<file path="config.mk">
export PLATFORM = sky130hd
export DESIGN_NAME = m_seq_sync_ctrl
export DESIGN_NICKNAME = d
export VERILOG_FILES = /design/src/rtl/m_seq_sync_ctrl.sv
export SDC_FILE = /design/constraint.sdc
export NUM_CORES = 1
export LEC_CHECK = 0
export ABC_AREA = 1
export BUFFER_PORTS_ARGS = -buffer_cell sky130_fd_sc_hd__buf_2
export CORE_MARGIN = 2
export CORE_UTILIZATION = 50
export DETAILED_ROUTE_END_ITERATION = 8
export GPL_TIMING_DRIVEN = 0
export PLACE_DENSITY = 0.79
export SYNTH_ARGS = -nofsm -noshare
export SYNTH_HDL_FRONTEND = slang
export SYNTH_SLANG_ARGS = --single-unit
</file>
<file path="constraint.sdc">
create_clock -name clk -period 1.8 [get_ports clk]
set_input_delay 0.18 -clock clk [delete_from_list [all_inputs] [get_ports clk]]
set_output_delay 0.18 -clock clk [all_outputs]
set_load 0.02 [all_outputs]
</file>
<file path="src/rtl/m_seq_sync_ctrl.sv">
// Receive-side alignment controller for the 3-bit m-sequence (s[2]^s[0] recurrence):
// searches the serial stream, verifies predictions, then flywheels a local copy to hold lock.
module m_seq_sync_ctrl #(
  parameter int unsigned LOCK_CNT = 4,
  parameter int unsigned MISS_MAX = 3,
  parameter int unsigned ERR_W    = 8
) (
  input  logic             clk,
  input  logic             rst,
  input  logic             bit_valid,
  input  logic             rx_bit,
  input  logic             resync,
  output logic             locked,
  output logic [1:0]       sync_state,
  output logic             frame_start,
  output logic [2:0]       lfsr_q,
  output logic [ERR_W-1:0] err_cnt
);

  localparam int unsigned CNT_W  = 4;
  localparam int unsigned FILL_W = 2;
  localparam int unsigned SR_W   = 3;

  typedef enum logic [1:0] {
    ST_SEARCH = 2'b00,
    ST_VERIFY = 2'b01,
    ST_LOCKED = 2'b10
  } state_t;

  state_t             state;
  logic [SR_W-1:0]    sr;
  logic [FILL_W-1:0]  fill;
  logic [CNT_W-1:0]   match_cnt;
  logic [CNT_W-1:0]   miss_cnt;

  logic               pred;
  logic [SR_W-1:0]    sr_rx;
  logic [SR_W-1:0]    sr_pred;
  logic [FILL_W-1:0]  fill_inc;
  logic [CNT_W-1:0]   match_inc;
  logic [CNT_W-1:0]   miss_inc;
  logic [ERR_W-1:0]   err_sat;

  // Next-bit prediction and candidate register/counter updates
  assign pred      = sr[2] ^ sr[0];
  assign sr_rx     = {sr[1:0], rx_bit};
  assign sr_pred   = {sr[1:0], pred};
  assign fill_inc  = (fill == FILL_W'(3)) ? FILL_W'(3) : fill + FILL_W'(1);
  assign match_inc = match_cnt + CNT_W'(1);
  assign miss_inc  = miss_cnt + CNT_W'(1);
  assign err_sat   = (err_cnt == {ERR_W{1'b1}}) ? err_cnt : err_cnt + ERR_W'(1);

  always_ff @(posedge clk or negedge rst) begin
    if (!rst) begin
      state       <= ST_SEARCH;
      sr          <= '0;
      fill        <= '0;
      match_cnt   <= '0;
      miss_cnt    <= '0;
      err_cnt     <= '0;
      frame_start <= 1'b0;
      locked      <= 1'b0;
    end else if (resync) begin
      state       <= ST_SEARCH;
      sr          <= '0;
      fill        <= '0;
      match_cnt   <= '0;
      miss_cnt    <= '0;
      err_cnt     <= '0;
      frame_start <= 1'b0;
      locked      <= 1'b0;
    end else if (bit_valid) begin
      frame_start <= 1'b0;
      case (state)
        ST_SEARCH: begin
          sr   <= sr_rx;
          fill <= fill_inc;
          // All-zero register is the degenerate LFSR state; never verify from it
          if (fill_inc == FILL_W'(3) && sr_rx != '0) begin
            state     <= ST_VERIFY;
            match_cnt <= '0;
          end
        end
        ST_VERIFY: begin
          sr <= sr_rx;
          if (rx_bit == pred) begin
            if (match_inc == CNT_W'(LOCK_CNT)) begin
              state     <= ST_LOCKED;
              locked    <= 1'b1;
              match_cnt <= '0;
              miss_cnt  <= '0;
            end else begin
              match_cnt <= match_inc;
            end
          end else begin
            match_cnt <= '0;
            if (sr_rx == '0) begin
              state <= ST_SEARCH;
              fill  <= FILL_W'(3);
            end
          end
        end
        ST_LOCKED: begin
          // Flywheel: the local copy advances on prediction, the line only scores it
          sr          <= sr_pred;
          frame_start <= (sr_pred == 3'b101);
          if (rx_bit != pred) begin
            err_cnt <= err_sat;
            if (miss_inc == CNT_W'(MISS_MAX)) begin
              state       <= ST_SEARCH;
              locked      <= 1'b0;
              sr          <= '0;
              fill        <= '0;
              match_cnt   <= '0;
              miss_cnt    <= '0;
              frame_start <= 1'b0;
            end else begin
              miss_cnt <= miss_inc;
            end
          end else begin
            miss_cnt <= '0;
          end
        end
        default: begin
          state     <= ST_SEARCH;
          locked    <= 1'b0;
          sr        <= '0;
          fill      <= '0;
          match_cnt <= '0;
          miss_cnt  <= '0;
        end
      endcase
    end else begin
      frame_start <= 1'b0;
    end
  end

  assign sync_state = state;
  assign lfsr_q     = sr;

endmodule

</file>
==> impl_metrics.ini <==
[yosys]
synth_nets = 239
yosys.area_share.adder = 0.04673
synth_top_family_by_area = simple AND/OR/NAND/NOR gates
synth_edf_count = 0
synthArstFlopShare = 1.000
synth_compound_area_frac = 0.04984
synth_top_area_cell = dfrtp_1
yosys.area_share.simple = 0.3949
synth_xor_area_frac = 0.01636
ys_seq_area_frac = 0.3894
synthMuxAreaShare = 0
synth_cell_types = 22
synth_common_cells = nand2_1, inv_1, dfrtp_1
avgSynthCellArea_um2 = 7.046
synth_largest_type_area_fraction = 0.3894
synth_area_mm2 = 0.001607
yosysMostFrequentCell = nand2_1
synth_top_flop_cell = dfrtp_1
synth-seq-cells = 25
yosys-top-cells-area = dfrtp_1, nand2_1, nand3_1
ys_warn_count = 0
syn_inst = 228

[floorplanning]
dieHeight_um = 60.69
num_io_pins = 20
dieArea_mm2 = 0.003683
rows = 20
core_area_mm2 = 0.003053
die_x_um = 60.69
start_util = 0.5262

[layout]
area_growth_pct = 16.98
layout.nets = 269
multi_input_area_um2 = 867.1
fin_cells = 301
diodes = 0
regArea_um2 = 626.9
fillers = 281
drive_above_1_share = 0.2335

[clock_network]
numCtsBuffers = 3
root_buffer = clkbuf_4
cts_tree = built
path_clk_slew_ps = 140
cts_num_sinks = 25
clock_latency_ps = 330
htree_levels = 1
cts_max_path_buffers = 2

[power_and_ir_drop]
power.leakage_nw = 1.034
power_mw = 1.436
peakVddDrop_mv = 0.4530
power_density_mw_per_mm2 = 764.2

[timing]
slew_viol_final = 0
final-hold-violation-count = 0
finalSetupViolCount = 0
relSlewSlack = 0.6404
max_freq_mhz = 586.3
fin_skew_ps = 8.114
finalCritPeriodShare = 0.9476
period_minus_slack_ps = 1706
tightest_slew_ps = 539.4
setup_ws_ps = 94.38

[worst_setup_path]
r2r_slack_ps = 90
setup.worst_path.start = lfsr_q[0]$_DFFE_PN0N_
start_kind = flip-flop
path_max_fanout = 5
cp-endpoint = err_cnt[7]$_DFFE_PN0P_
r2r_cells = 12
required_ps = 2040
cp-end-kind = flip-flop
r2r-start = lfsr_q[0]$_DFFE_PN0N_
max_stage_delay_ps = 450
r2r_end = err_cnt[7]$_DFFE_PN0P_
critPathArrivalTime_ps = 1950
crit_chain = inv_2 > ha_4 > inv_1 > nand2_1 > nand2_2 > inv_2 > nor2_2 > nand2_2 > nor2_4 > nor2_4 > nand2_1 > nand2_1
critical_path.slowest_cell = dfrtp_2
cp_common_cell = nand2_1
critPathKind = reg2reg

[global_routing]
grt_pass1_vias = 1293
grt_use_met2 = 0.3041
antenna_found_initial = 0
met3_usage = 0.02559
grt_max_degree = 26
grt_pass1_wl_um = 5733
use_met1 = 0.3097
grtUsageTotal = 0.2059
gr-total-overflow = 0
top_usage_layer = met1

[routing]
dr.pass1.iters = 4
vias = 1485
routedWlPerCell_um = 11.29
routed_wl_um = 3397
drc = 0
drt-initial-drc-count = 72
viasPerCell = 4.934
final_antenna_net_count = 0

[place]
post-place-ws_ps = -56.94
io_buffers = 19
hpwl_um = 2412
place_congestion = 0.8980
place_inst = 291

[outcome]
status = complete, no violations

[hold_path]
hold_class = in2reg

[flow_run]
maxCapViolations = 0
[metal layers]
metal  part of all wire  vias to the layer above
met4              0.018                        0
li1                   -                      781
met3              0.043                        5
met2               0.46                       35
met5                  0                        -
met1               0.48                      664
[critical path: cells and delay by family (launching register included)]
| family | cells | cell delay (ps) |
|---|---|---|
| flip-flops | 1 | 450 |
| AND/OR/NAND/NOR | 8 | 720 |
| adder cells (fa/ha/maj) | 1 | 210 |
| buffers and inverters | 3 | 230 |
[stage by stage]
stage          TNS, ps    util  hold slack, ps  instance area [µm²]
6_report             0  0.6156           173.3                 1879
3_3_place_gp    -166.1  0.5758           208.1                 1758
3_5_place_dp    -225.7  0.5758           204.8                 1758
4_1_cts              0  0.5918           152.6                 1807
5_1_grt         -92.40  0.6156           171.6                 1879
2_1_floorplan        0       -          -115.6                 1608
[worst min-delay path by stage]
stage | start | endpoint | slack [ps] | cells after the start
6_report | rx_bit | lfsr_q[0]$_DFFE_PN0N_ | 170 | 5
5_1_grt | bit_valid | frame_start$_DFF_PN0_ | 170 | 3
4_1_cts | bit_valid | frame_start$_DFF_PN0_ | 150 | 3
3_5_place_dp | rst | fill[1]$_DFFE_PN0P_ | 200 | 1
3_3_place_gp | rst | fill[1]$_DFFE_PN0P_ | 210 | 1
2_1_floorplan | rst | err_cnt[0]$_DFFE_PN0P_ | -120 | 0
[where the power goes]
group	internal [mW]	total, mW	leakage (nW)	switching, mW
logic	0.162	0.500	0.678	0.338
registers	0.614	0.673	0.342	0.0590
clock network	0.0852	0.263	0.0139	0.178
total	0.860	1.44	1.03	0.576
[cell usage in the layout, fill, tap and decap left out, types with 5 or more instances in the layout]
cell	count
buf_2	19
nand3_1	24
nand4_1	10
inv_2	12
nand2_2	5
nor2_1	12
o21ai_1	10
ha_1	5
inv_1	29
nand2_1	71
dfrtp_1	24
[cell families after synthesis]
logic type               count (synthesis)
AND/OR/NAND/NOR                        137
buffers and inverters                   42
flip-flops                              25
AO/OA/AOI/OAI                           15
XOR/XNOR                                 3
adder cells (fa/ha/maj)                  6
[registers in the layout, indices dropped and copies added (netlist names)]
name / count
miss_cnt: 4
fill: 2
sync_state: 2
frame_start: 1
err_cnt: 8
lfsr_q: 3
match_cnt: 4
locked: 1
[cell type report]
cell class / count / area share
Multi-Input combinational cell: 162 / 0.4614
Sequential cell: 25 / 0.3336
Inverter: 41 / 0.08189
Timing Repair Buffer: 24 / 0.07190
Tap cell: 44 / 0.02929
Clock buffer: 3 / 0.01198
Buffer: 1 / 0.005992
Clock inverter: 1 / 0.003995
[timing repair]
action	4_1_cts	5_1_grt
hold endpoints to repair	25	0
gates resized for setup	1	9
pin swaps	1	2
hold buffers	1	0
setup endpoints to repair	8	20
buffers inserted	0	4
gates cloned	1	0
Note: power is estimated with default switching activity, not from simulation.
